==> config.mk <==
export PLATFORM = sky130hd
export DESIGN_NAME = sin_rom_arbiter
export DESIGN_NICKNAME = d
export VERILOG_FILES = /design/src/rtl/sin_rom_pkg.sv /design/src/rtl/rr_picker.sv /design/src/rtl/sin_rom_arbiter.sv
export SDC_FILE = /design/constraint.sdc
export NUM_CORES = 1
export LEC_CHECK = 0
export ABC_AREA = 1
export CAP_MARGIN = 20
export CORE_MARGIN = 8
export CORE_UTILIZATION = 30
export DETAILED_ROUTE_END_ITERATION = 8
export PLACE_DENSITY = 0.71
export SYNTH_ARGS = -nofsm -noshare
export SYNTH_HDL_FRONTEND = slang
export SYNTH_SLANG_ARGS = --single-unit
==> constraint.sdc <==
create_clock -name i_clk -period 4.5 [get_ports i_clk]
set_input_delay 0.9 -clock i_clk [delete_from_list [all_inputs] [get_ports i_clk]]
set_output_delay 0.9 -clock i_clk [all_outputs]
set_load 0.1 [all_outputs]
==> src/rtl/sin_rom_pkg.sv <==
// Constants and sample type shared by the sine ROM and everything that talks to it.
package sin_rom_pkg;

  localparam int unsigned SIN_ADDR_WIDTH = 11;
  localparam int unsigned SIN_DATA_WIDTH = 16;
  localparam int unsigned ROM_RD_LAT     = 1;

  typedef logic signed [SIN_DATA_WIDTH-1:0] sin_sample_t;

endpackage

==> src/rtl/rr_picker.sv <==
// Combinational round-robin picker: first asserted request at or after i_ptr, ascending, wrapping at N.
module rr_picker #(
  parameter int unsigned N  = 4,
  parameter int unsigned IW = (N > 1) ? $clog2(N) : 1
) (
  input  logic [N-1:0]  i_req,
  input  logic [IW-1:0] i_ptr,
  output logic [N-1:0]  o_gnt,
  output logic [IW-1:0] o_idx,
  output logic          o_any
);

  logic [IW-1:0] cand;

  always_comb begin
    o_gnt = '0;
    o_idx = '0;
    o_any = 1'b0;
    cand  = '0;
    for (int unsigned i = 0; i < N; i++) begin
      cand = IW'((32'(i_ptr) + i) % N);
      if (!o_any && i_req[cand]) begin
        o_any       = 1'b1;
        o_gnt[cand] = 1'b1;
        o_idx       = cand;
      end
    end
  end

endmodule

==> src/rtl/sin_rom_arbiter.sv <==
// Round-robin sharing of one registered-read sine ROM between N_REQ DDFS channels,
// returning each sample with a one-hot valid aligned to the ROM read latency.
module sin_rom_arbiter
  import sin_rom_pkg::*;
#(
  parameter int unsigned N_REQ      = 4,
  parameter int unsigned ADDR_WIDTH = SIN_ADDR_WIDTH,
  parameter int unsigned DATA_WIDTH = SIN_DATA_WIDTH,
  parameter bit          OUT_REG    = 1'b0
) (
  input  logic                          i_clk,
  input  logic                          i_reset,
  input  logic [N_REQ-1:0]              i_req,
  input  logic [N_REQ*ADDR_WIDTH-1:0]   i_addr,
  output logic [N_REQ-1:0]              o_gnt,
  output logic [ADDR_WIDTH-1:0]         o_rom_addr,
  input  logic [DATA_WIDTH-1:0]         i_rom_data,
  output logic [N_REQ-1:0]              o_rsp_valid,
  output logic [DATA_WIDTH-1:0]         o_rsp_data
);

  localparam int unsigned PW = (N_REQ > 1) ? $clog2(N_REQ) : 1;

  logic [PW-1:0]    rr_ptr_q, rr_ptr_d;
  logic [PW-1:0]    pick_idx;
  logic [N_REQ-1:0] pick_gnt;
  logic             pick_any;
  logic [N_REQ-1:0] tag_q;

  rr_picker #(
    .N  (N_REQ),
    .IW (PW)
  ) u_picker (
    .i_req (i_req),
    .i_ptr (rr_ptr_q),
    .o_gnt (pick_gnt),
    .o_idx (pick_idx),
    .o_any (pick_any)
  );

  // Grant is suppressed during reset so nothing new enters the pipeline.
  always_comb begin
    o_gnt      = i_reset ? '0 : pick_gnt;
    o_rom_addr = '0;
    for (int unsigned k = 0; k < N_REQ; k++) begin
      if (o_gnt[k]) o_rom_addr = i_addr[k*ADDR_WIDTH +: ADDR_WIDTH];
    end
  end

  always_comb begin
    rr_ptr_d = rr_ptr_q;
    if (pick_any) begin
      rr_ptr_d = (32'(pick_idx) == N_REQ - 1) ? '0 : pick_idx + PW'(1);
    end
  end

  always_ff @(posedge i_clk) begin
    if (i_reset) begin
      rr_ptr_q <= '0;
      tag_q    <= '0;
    end else begin
      rr_ptr_q <= rr_ptr_d;
      tag_q    <= o_gnt;
    end
  end

  generate
    if (OUT_REG) begin : g_out_reg
      logic [N_REQ-1:0]      valid_q;
      logic [DATA_WIDTH-1:0] data_q;

      always_ff @(posedge i_clk) begin
        if (i_reset) begin
          valid_q <= '0;
          data_q  <= '0;
        end else begin
          valid_q <= tag_q;
          data_q  <= i_rom_data;
        end
      end

      assign o_rsp_valid = valid_q;
      assign o_rsp_data  = data_q;
    end else begin : g_no_out_reg
      assign o_rsp_valid = tag_q;
      assign o_rsp_data  = i_rom_data;
    end
  endgenerate

endmodule

After elaboration in Yosys (flattened, before gate mapping)
Cells that the tools add are included.
{ "totals": {"regBits": 6, "input_bits": 66, "out_inout_bits": 35} }
{ "classes": {"addsub": 4, "magnitude_cmp": 8, "n_eq_ne": 1, "muxes": 34, "n_bitwise": 3, "n_reduce_logical": 10} }
{ "op_table": {"columns": ["op", "count"], "rows": [
  ["two-way mux 11 bit", 4],
  ["two-way mux 4 bit", 5],
  ["less-than comparator 2 x 3 -> 1 bit, second input constant", 4],
  ["two-way mux 1 bit", 12],
  ["OR 4 bit", 3],
  ["two-way mux 2 bit", 5],
  ["binary-select mux 1 bit (select 2 bit)", 4],
  ["demux 1 bit (select 2 bit)", 4],
  [">= comparator 2 x 1 -> 1 bit, second input constant", 4],
  ["logical AND 1 bit", 7],
  ["adder 2 x 1 -> 2 bit, second input constant", 2],
  ["adder 2 bit, second input constant", 2],
  ["zero test 1 bit", 3],
  ["== test 2 bit, second input constant", 1]
]} }

Longest topological paths before layout
Gate-level depths: netlist of the first run.
{ "depth": {"depth_word": 17, "mapped_depth": 17} }

Hierarchy
From an unflattened synthesis of the first run, not the netlist that was laid out.
{ "unflattened": {"hier_cells": 256, "area_unflattened_um2": 1348.8} }
{ "by_module_without_submodules": {"columns": ["module", "n_inst", "cells_per_inst", "area_each_um2", "seq_area_each_um2"], "rows": [
  ["sin_rom_arbiter", 1, 182, 908.4, 120.1],
  ["rr_picker", 1, 74, 440.4, 0.0]
]} }

Least setup slack after synthesis of the first run
No wires, ideal clock.
{ "synth_timing": {"kind": "register -> output", "startpoint": "register with a tool-made name", "endpoint": "output port o_rom_addr[1]", "arrival_ps": 2818, "slack_ps": 782, "stages_incl_launch_ff": 15, "n_path_buf": 1, "cell_sequence": "dfxtp_1 > inv_2 > ha_1 > inv_1 > nand3_1 > nand2_1 > nand2_2 > nor2_2 > a21oi_1 > nand2_1 > nand2_2 > inv_2 > buf_4 > nand2_1 > nand2_1"} }
{ "synth_lines": {"columns": ["element", "line_no", "source"], "rows": [
  ["to (decl)", "sin_rom_arbiter.sv:16", "output logic [ADDR_WIDTH-1:0] o_rom_addr,"]
]} }

Worst setup path after layout of the first run
{ "layout_timing": {"startpoint": "input port i_req[3]", "endpoint": "output port o_rom_addr[2]"} }
{ "layout_between": {"elab_chain_cells": 17, "elab_cells_between_ends": 29, "cone_classes": "20 x mux; 3 x bitwise; 6 x reduce/logical"} }
{ "layout_rtl": {"columns": ["element", "line_no", "source"], "rows": [
  ["from (decl)", "sin_rom_arbiter.sv:13", "input logic [N_REQ-1:0] i_req,"],
  ["binary-select mux 1 bit (select 2 bit)", "rr_picker.sv:22", "if (!o_any && i_req[cand]) begin"],
  ["two-way mux 1 bit (implied by the code)", "rr_picker.sv:22", null],
  ["two-way mux 1 bit", "rr_picker.sv:22", null],
  ["zero test 1 bit", "rr_picker.sv:22", null],
  ["logical AND 1 bit", "rr_picker.sv:22", null],
  ["two-way mux 1 bit", "rr_picker.sv:22", null],
  ["zero test 1 bit", "rr_picker.sv:22", null],
  ["logical AND 1 bit", "rr_picker.sv:22", null],
  ["two-way mux 1 bit", "rr_picker.sv:22", null],
  ["zero test 1 bit", "rr_picker.sv:22", null],
  ["logical AND 1 bit", "rr_picker.sv:22", null],
  ["two-way mux 4 bit (*)", "rr_picker.sv:22", null],
  ["two-way mux 4 bit (*)", "sin_rom_arbiter.sv:43", "o_gnt = i_reset ? '0 : pick_gnt;"],
  ["two-way mux 11 bit (3 in a row)", "sin_rom_arbiter.sv:46", "if (o_gnt[k]) o_rom_addr = i_addr[k*ADDR_WIDTH +: ADDR_WIDTH];"],
  ["two-way mux 11 bit (*)", "sin_rom_arbiter.sv:46", null]
]} }
Mark *: on every way between the ends. The rest lies on a longest branch, timed or not. The select of a mux whose other input is x is not followed.

==> flow_summary.ini, run 1 <==
[finish]
drive_gt1_share_pct = 19.80
syn_to_final_growth_pct = 51.10
seqCellArea_um2 = 120.1
fillers = 495
fin_nets = 379
diodes = 0
fin_util_pct = 47.00
final_area_mm2 = 0.002235
multi_input_area_mm2 = 0.001005

[clock_network]
cts_tree = yes
cts-htree-levels = 1
clk_transition_reported_paths_ns = 0.03
cts_hold_buf = 0
clock_sinks = 6
cts_resized = 0
cts-root-buf = clkbuf_8
clockBufferDepth = 2
cts_setup_buffers = 0
cts_buffers = 3
clock_latency_ns = 0.22

[detailed_routing]
wl_met2_mm = 2.072
first_pass_iters = 4
drc = 0
wl_met3_um = 342
num_vias = 1603
wl_met1_mm = 1.903
wl_per_cell_um = 11.73
drt_iter0_drc = 71
wl_mm = 4.341
ant_nets = 0
routed.top_layer = met4
via_per_inst = 4.332

[synthesis]
syn_area_per_cell_um2 = 5.732
synth_fa_ha_area_share_pct = 6.768
synth_area_mm2 = 0.001479
synth_top_area_share_pct = 23.86
yosysTopAreaCell = nand2_1
synth-compound-area-share_pct = 3.046
ys_seq_area_share_pct = 8.122
synthXorXnorAreaFrac_pct = 0
synth_top_family_by_area = simple AND/OR/NAND/NOR gates
syn-num-nets = 332
synthSimpleGateAreaFrac_pct = 58.12
ys_warn_count = 0
syn-instance-count = 258
yosys_register_bits = 6
yosys-top-cells-area = nand2_1 24%, buf_4 11%, dfxtp_1 8.1%
synth_mux_area_share_pct = 0
yosys.cell_types.count = 26

[timing]
relSlewSlack_pct = 34.43
finalCriticalPeriod_ns = 3.981
max_freq_mhz = 251.2
worst_pin_slew_ns = 0.9805
fin_skew_ns = 0.002139
setup-violations-final = 0
grt_setup_unrepaired = no
totalNegativeSetupSlack_ns = 0
slew_viol_final = 0
hold_violations = 0
finalCritPeriodShare_pct = 88.46

[run]
maxCapViolCount = 0

[grt]
overflow = 0
grt_pass1_vias = 1488
antenna_found_initial = 0
grt_pass1_wl_mm = 7.148
grt_util_all_layers_pct = 11.48
grt_max_degree = 38

[status]
outcome = completed

[hold_path]
hold_path_end = rr_ptr_q[1]
hold_class = flip-flop to flip-flop
worstHoldPathCells = 4
hold_start = rr_ptr_q[1]

[worst_setup_path]
r2r.worst_path.cells = 11
critPathCaptureType = output pin
arrival_ns = 3.08
r2r_slack_ns = 2.01
worst_ep_required_time_ns = 3.60
crit_path_start_kind = input port
worstSetupPathType = input port to output pin
path_max_fanout = 13
r2r_end = o_rsp_valid[0]

[placed_design]
gp_congestion = 0.9294
portBuffers = 68
post-dp-hpwl_mm = 3.551
placed_area_mm2 = 0.002193

[floorplanning]
initial_core_util_pct = 31.11
die_x_um = 86.21
ios = 101
core_area_mm2 = 0.004755
die-height_um = 86.21
die_area_mm2 = 0.007432
row_count = 25
[per-layer routing]
layer | GRT usage, % | vias up
met5 | 0 | -
met2 | 19.73 | 42
met3 | 3.308 | 4
met4 | 2.347 | 0
li1 | - | 873
met1 | 13.79 | 684
[per-stage QoR]
step,hold WS [ns],cells,worst slack (ns)
detailed placement,0.7041,367,0.5242
finish,0.7082,370,0.5194
global route,0.7825,370,0.2588
floorplan,0.6275,258,0.7820
global placement,0.7023,367,0.5479
CTS,0.7115,370,0.5165
[worst max-delay path, cell delays in order]
cell and delay, ns:
clkdlybuf4s50_1 0.48, inv_1 0.04, nand2_1 0.08, nand3_2 0.12
nand2_4 0.16, nor2_4 0.06, a21oi_1 0.17, nand3_2 0.26
inv_2 0.25, nand4_1 0.11, nand2_1 0.11, nand2_1 0.05
nand2_1 0.10, buf_12 0.18
[layout make-up]
class                      instances  share of cell area, %
multi-input combinational        183                  44.96
timing repair buffer              69                  36.95
inverter                          42                  7.111
sequential                         6                  5.375
tap                               67                  3.751
clock buffer                       3                  1.848
[layout by cell type (no fill, tap or decap), types with 6 or more instances in the layout]
cell type	instances
nand3b_1	11
nand3_1	19
nand4_1	14
dfxtp_1	6
inv_1	29
nand2_1	94
ha_1	8
clkdlybuf4s50_1	53
nand2_2	16
inv_2	12
buf_12	14
[cell usage after synthesis (all sizes together)]
cell type,count
a21boi,2
a21oi,3
buf,25
clkbuf,2
clkinv,1
dfxtp,6
ha,8
inv,41
nand2,114
nand3,22
nand3b,11
nand4,14
nor2,6
nor3,1
o21ai,1
o311a,1
[cells by family after synthesis]
family | after synthesis
and+or+nand+nor | 168
adders and majority gates | 8
buffers and inverters | 69
AOI/OAI and AO/OA | 7
DFF | 6
[how the worst max path moves through the flow]
stage | start | to | slack (ns)
after floorplan | flip-flop | o_rom_addr[1] | 0.78
after global placement | i_req[3] | o_rom_addr[3] | 0.55
after detailed placement | i_req[3] | o_rom_addr[2] | 0.52
after CTS | flip-flop | o_rom_addr[3] | 0.52
after global routing | flip-flop | o_rom_addr[0] | 0.26
final | i_req[3] | o_rom_addr[2] | 0.52
Power of run 1 is not shown: default switching activity piles up to over one toggle a cycle in this logic, so the estimate is an artifact.
==> run 2, diff against run 1 <==
--- a/config.mk
+++ b/config.mk
@@ -7,10 +7,10 @@
 export LEC_CHECK = 0
 export ABC_AREA = 1
 export CAP_MARGIN = 20
-export CORE_MARGIN = 8
-export CORE_UTILIZATION = 30
+export CORE_MARGIN = 2
+export CORE_UTILIZATION = 39
 export DETAILED_ROUTE_END_ITERATION = 8
-export PLACE_DENSITY = 0.71
+export PLACE_DENSITY = 0.88
 export SYNTH_ARGS = -nofsm -noshare
 export SYNTH_HDL_FRONTEND = slang
 export SYNTH_SLANG_ARGS = --single-unit
==> flow_summary.ini, run 2 (same netlist as run 1, synthesis figures left out) <==
[detailed_routing]
wl_per_cell_um = 11.72
first_pass_iters = 4
via_per_inst = 4.880
num_vias = 1713
ant_nets = 0
wl_mm = 4.112
drc = 0
drt_iter0_drc = 86

[clock_network]
cts_hold_buf = 0
cts_setup_buffers = 0
clk_transition_reported_paths_ns = 0.04
clock_latency_ns = 0.21
cts-root-buf = clkbuf_8
cts_buffers = 3
clock_sinks = 6
cts_tree = yes
clockBufferDepth = 2
cts-htree-levels = 1
cts_resized = 0

[grt]
grt_pass1_wl_mm = 6.430
grt_pass1_vias = 1515
overflow = 0
antenna_found_initial = 0
grt_max_degree = 23
grt_util_all_layers_pct = 18.45

[timing]
totalNegativeSetupSlack_ns = 0
setup-violations-final = 0
max_freq_mhz = 252.2
setup_slack_ns = 0.5344
finalCriticalPeriod_ns = 3.966
grt_setup_unrepaired = no
worst_pin_slew_ns = 0.9720
relSlewSlack_pct = 35.00
slew_viol_final = 0
hold_violations = 0
finalCritPeriodShare_pct = 88.13
fin_skew_ns = 0.0009565

[finish]
seqCellArea_um2 = 120.1
layout_commonest_cell = nand2_1
final_cell_mix = 94 x nand2_1, 53 x clkdlybuf4s50_1, 29 x inv_1
multi_input_area_mm2 = 0.001005
diodes = 0
fillers = 333
syn_to_final_growth_pct = 49.49
fin_nets = 379
drive_gt1_share_pct = 19.80

[placed_design]
portBuffers = 68
gp_congestion = 1.004
dp_slack_ns = 0.5499
post-dp-hpwl_mm = 3.332

[floorplanning]
die-height_um = 65.58
die_x_um = 65.58
die_area_mm2 = 0.004301
core_area_mm2 = 0.003661
row_count = 22
ios = 101
initial_core_util_pct = 40.40

[worst_setup_path]
arrival_ns = 3.07
crit_path_start_kind = input port
worstSetupPathType = input port to output pin
path_max_fanout = 13
worst_ep_required_time_ns = 3.60
critPathCaptureType = output pin

[run]
maxCapViolCount = 0

[hold_path]
hold_class = flip-flop to flip-flop

[status]
outcome = completed
[run 2: critical path: stages]
cell	delay, ns
clkdlybuf4s50_1	0.47
inv_1	0.04
nand2_1	0.09
nand3_2	0.13
nand2_4	0.16
nor2_4	0.06
a21oi_1	0.15
nand3_2	0.26
inv_2	0.25
nand4_1	0.11
nand2_1	0.10
nand2_1	0.05
nand2_1	0.11
buf_12	0.18
[run 2: routing by layer]
| layer | track usage [%] | wire [um] |
|---|---|---|
| met4 | 3.385 | 46 |
| met2 | 33.93 | 2121 |
| met3 | 1.712 | 183 |
| met1 | 23.35 | 1760 |
| met5 | 0 | 0 |
[run 2: path summary, 6_finish.rpt]
check | slack (ns) | to | start | cells after the start
max | 0.53 | o_rom_addr[9] | i_req[3] | 14
min | 0.71 | rr_ptr_q[1] | rr_ptr_q[1] | 4
max reg2reg | 2.01 | o_rsp_valid[0] | flip-flop | 10
min reg2reg | 0.71 | rr_ptr_q[1] | rr_ptr_q[1] | 4
[run 2: layout make-up]
cell class,instances,area share [%]
Timing Repair Buffer,69,37.35
Sequential cell,6,5.433
Clock buffer,3,1.868
Multi-Input combinational cell,183,45.44
Inverter,42,7.187
Tap cell,48,2.716
[run 2: metrics by stage]
stage                     hold WS (ns)  instance area [um2]  utilization [%]  std cells
after floorplan                 0.6275                 1479                -        258
after global placement          0.6955                 2170            59.26        348
after detailed placement        0.7094                 2170            59.26        348
after CTS                       0.7157                 2211            60.39        351
after global routing            0.7627                 2211            60.39        351
final                           0.7147                 2211            60.39        351
Power of run 2 is left out for the same reason.
==> run 3, diff against run 2 <==
--- a/config.mk
+++ b/config.mk
@@ -7,10 +7,11 @@
 export LEC_CHECK = 0
 export ABC_AREA = 1
 export CAP_MARGIN = 20
-export CORE_MARGIN = 2
-export CORE_UTILIZATION = 39
+export CORE_ASPECT_RATIO = 2
+export CORE_MARGIN = 1
+export CORE_UTILIZATION = 36
 export DETAILED_ROUTE_END_ITERATION = 8
-export PLACE_DENSITY = 0.88
+export PLACE_DENSITY = 0.83
 export SYNTH_ARGS = -nofsm -noshare
 export SYNTH_HDL_FRONTEND = slang
 export SYNTH_SLANG_ARGS = --single-unit
==> constraint.sdc (replaced) <==
create_clock -name i_clk -period 3.65 [get_ports i_clk]
set_input_delay 0.73 -clock i_clk [delete_from_list [all_inputs] [get_ports i_clk]]
set_output_delay 0.73 -clock i_clk [all_outputs]
set_load 0.1 [all_outputs]
==> flow_summary.ini, run 3 (same netlist as run 1, synthesis figures left out) <==
[status]
outcome = completed

[detailed_routing]
wl_per_cell_um = 12.78
num_vias = 1748
ant_nets = 0
first_pass_iters = 4
drc = 0
wl_mm = 4.678
drt_iter0_drc = 51
via_per_inst = 4.776

[clock_network]
clock_sinks = 6
cts_hold_buf = 0
cts-htree-levels = 1
cts-root-buf = clkbuf_8
clockBufferDepth = 2
clock_latency_ns = 0.22
cts_buffers = 3
cts_tree = yes
clk_transition_reported_paths_ns = 0.04

[run]
maxCapViolCount = 0

[placed_design]
gp_congestion = 0.9668
post-dp-hpwl_mm = 3.777
dp_slack_ns = 0.1022
portBuffers = 68

[worst_setup_path]
worst_ep_required_time_ns = 2.92
worstSetupPathType = input port to output pin
crit_path_start_kind = input port
path_max_fanout = 7
r2r.worst_path.cells = 13
r2r_slack_ns = 1.60
arrival_ns = 2.75
critPathCaptureType = output pin

[timing]
fin_skew_ns = 0.002617
finalCritPeriodShare_pct = 95.44
setup_slack_ns = 0.1665
grt_setup_unrepaired = no
slew_viol_final = 0
relSlewSlack_pct = 35.45
hold_violations = 0
finalCriticalPeriod_ns = 3.484
totalNegativeSetupSlack_ns = 0
worst_pin_slew_ns = 0.9652
setup-violations-final = 0
max_freq_mhz = 287.1

[floorplanning]
row_count = 32
die_x_um = 47.32
die-height_um = 92.64
initial_core_util_pct = 38.08
ios = 101
core_area_mm2 = 0.003884
die_area_mm2 = 0.004384

[grt]
overflow = 0
grt_max_degree = 26
grt_pass1_wl_mm = 7.141
antenna_found_initial = 0
grt_pass1_vias = 1713
grt_util_all_layers_pct = 21.40

[finish]
fillers = 373
drive_gt1_share_pct = 22.86
diodes = 0
layout_commonest_cell = nand2_1
multi_input_area_mm2 = 0.001036
fin_nets = 391
final_cell_mix = 94 x nand2_1, 53 x clkdlybuf4s50_1, 29 x inv_1
syn_to_final_growth_pct = 58.63
seqCellArea_um2 = 120.1

[hold_path]
worstHoldPathCells = 2
hold_class = flip-flop to flip-flop
## run 3: metal layers
layer	GRT usage [%]	share of wire (%)	vias to the layer above	routed length (um)
met3	1.949	4.6	12	214
met5	0	0	-	0
met1	21.07	35	777	1660
li1	-	-	898	-
met4	8.571	1.6	0	76
met2	40.87	58	61	2726
## run 3: path summary, 6_finish.rpt
kind                    end       from
max reg2reg  o_rsp_valid[2]  flip-flop
min reg2reg       flip-flop  flip-flop
min               flip-flop  flip-flop
max           o_rom_addr[4]   i_req[3]
## run 3: per-stage QoR
| step | std cells | hold slack (ns) | utilization, % | instance area [um2] |
|---|---|---|---|---|
| 2_1_floorplan | 258 | 0.6275 | - | 1479 |
| 3_3_place_gp | 360 | 0.7548 | 58.34 | 2266 |
| 3_5_place_dp | 360 | 0.7591 | 58.34 | 2266 |
| 4_1_cts | 363 | 0.7719 | 59.41 | 2307 |
| 5_1_grt | 366 | 0.8156 | 60.41 | 2346 |
| 6_report | 366 | 0.7600 | 60.41 | 2346 |
## run 3: final cells by class
class / count / share of cell area, %
Clock buffer: 3 / 1.760
Multi-Input combinational cell: 185 / 44.16
Tap cell: 51 / 2.720
Sequential cell: 6 / 5.120
Inverter: 42 / 6.773
Timing Repair Buffer: 79 / 39.47
## run 3: repair_timing
action	4_1_cts	5_1_grt
setup endpoints to repair	0	11
buffers inserted	0	1
hold endpoints to repair	0	0
gates resized for setup	0	2
## run 3: worst max-delay path, cell delays in order
cell	delay, ns
clkdlybuf4s50_1	0.48
inv_1	0.05
nand2_1	0.08
nand3_2	0.13
nand2_4	0.15
nor2_4	0.07
nand2_1	0.06
nand2_1	0.10
nor2_4	0.17
nand2_4	0.13
nand2_4	0.14
nand2_2	0.07
inv_2	0.04
nand2_1	0.04
nand2_1	0.05
nand2_1	0.09
buf_12	0.18
Power of run 3 is left out for the same reason.
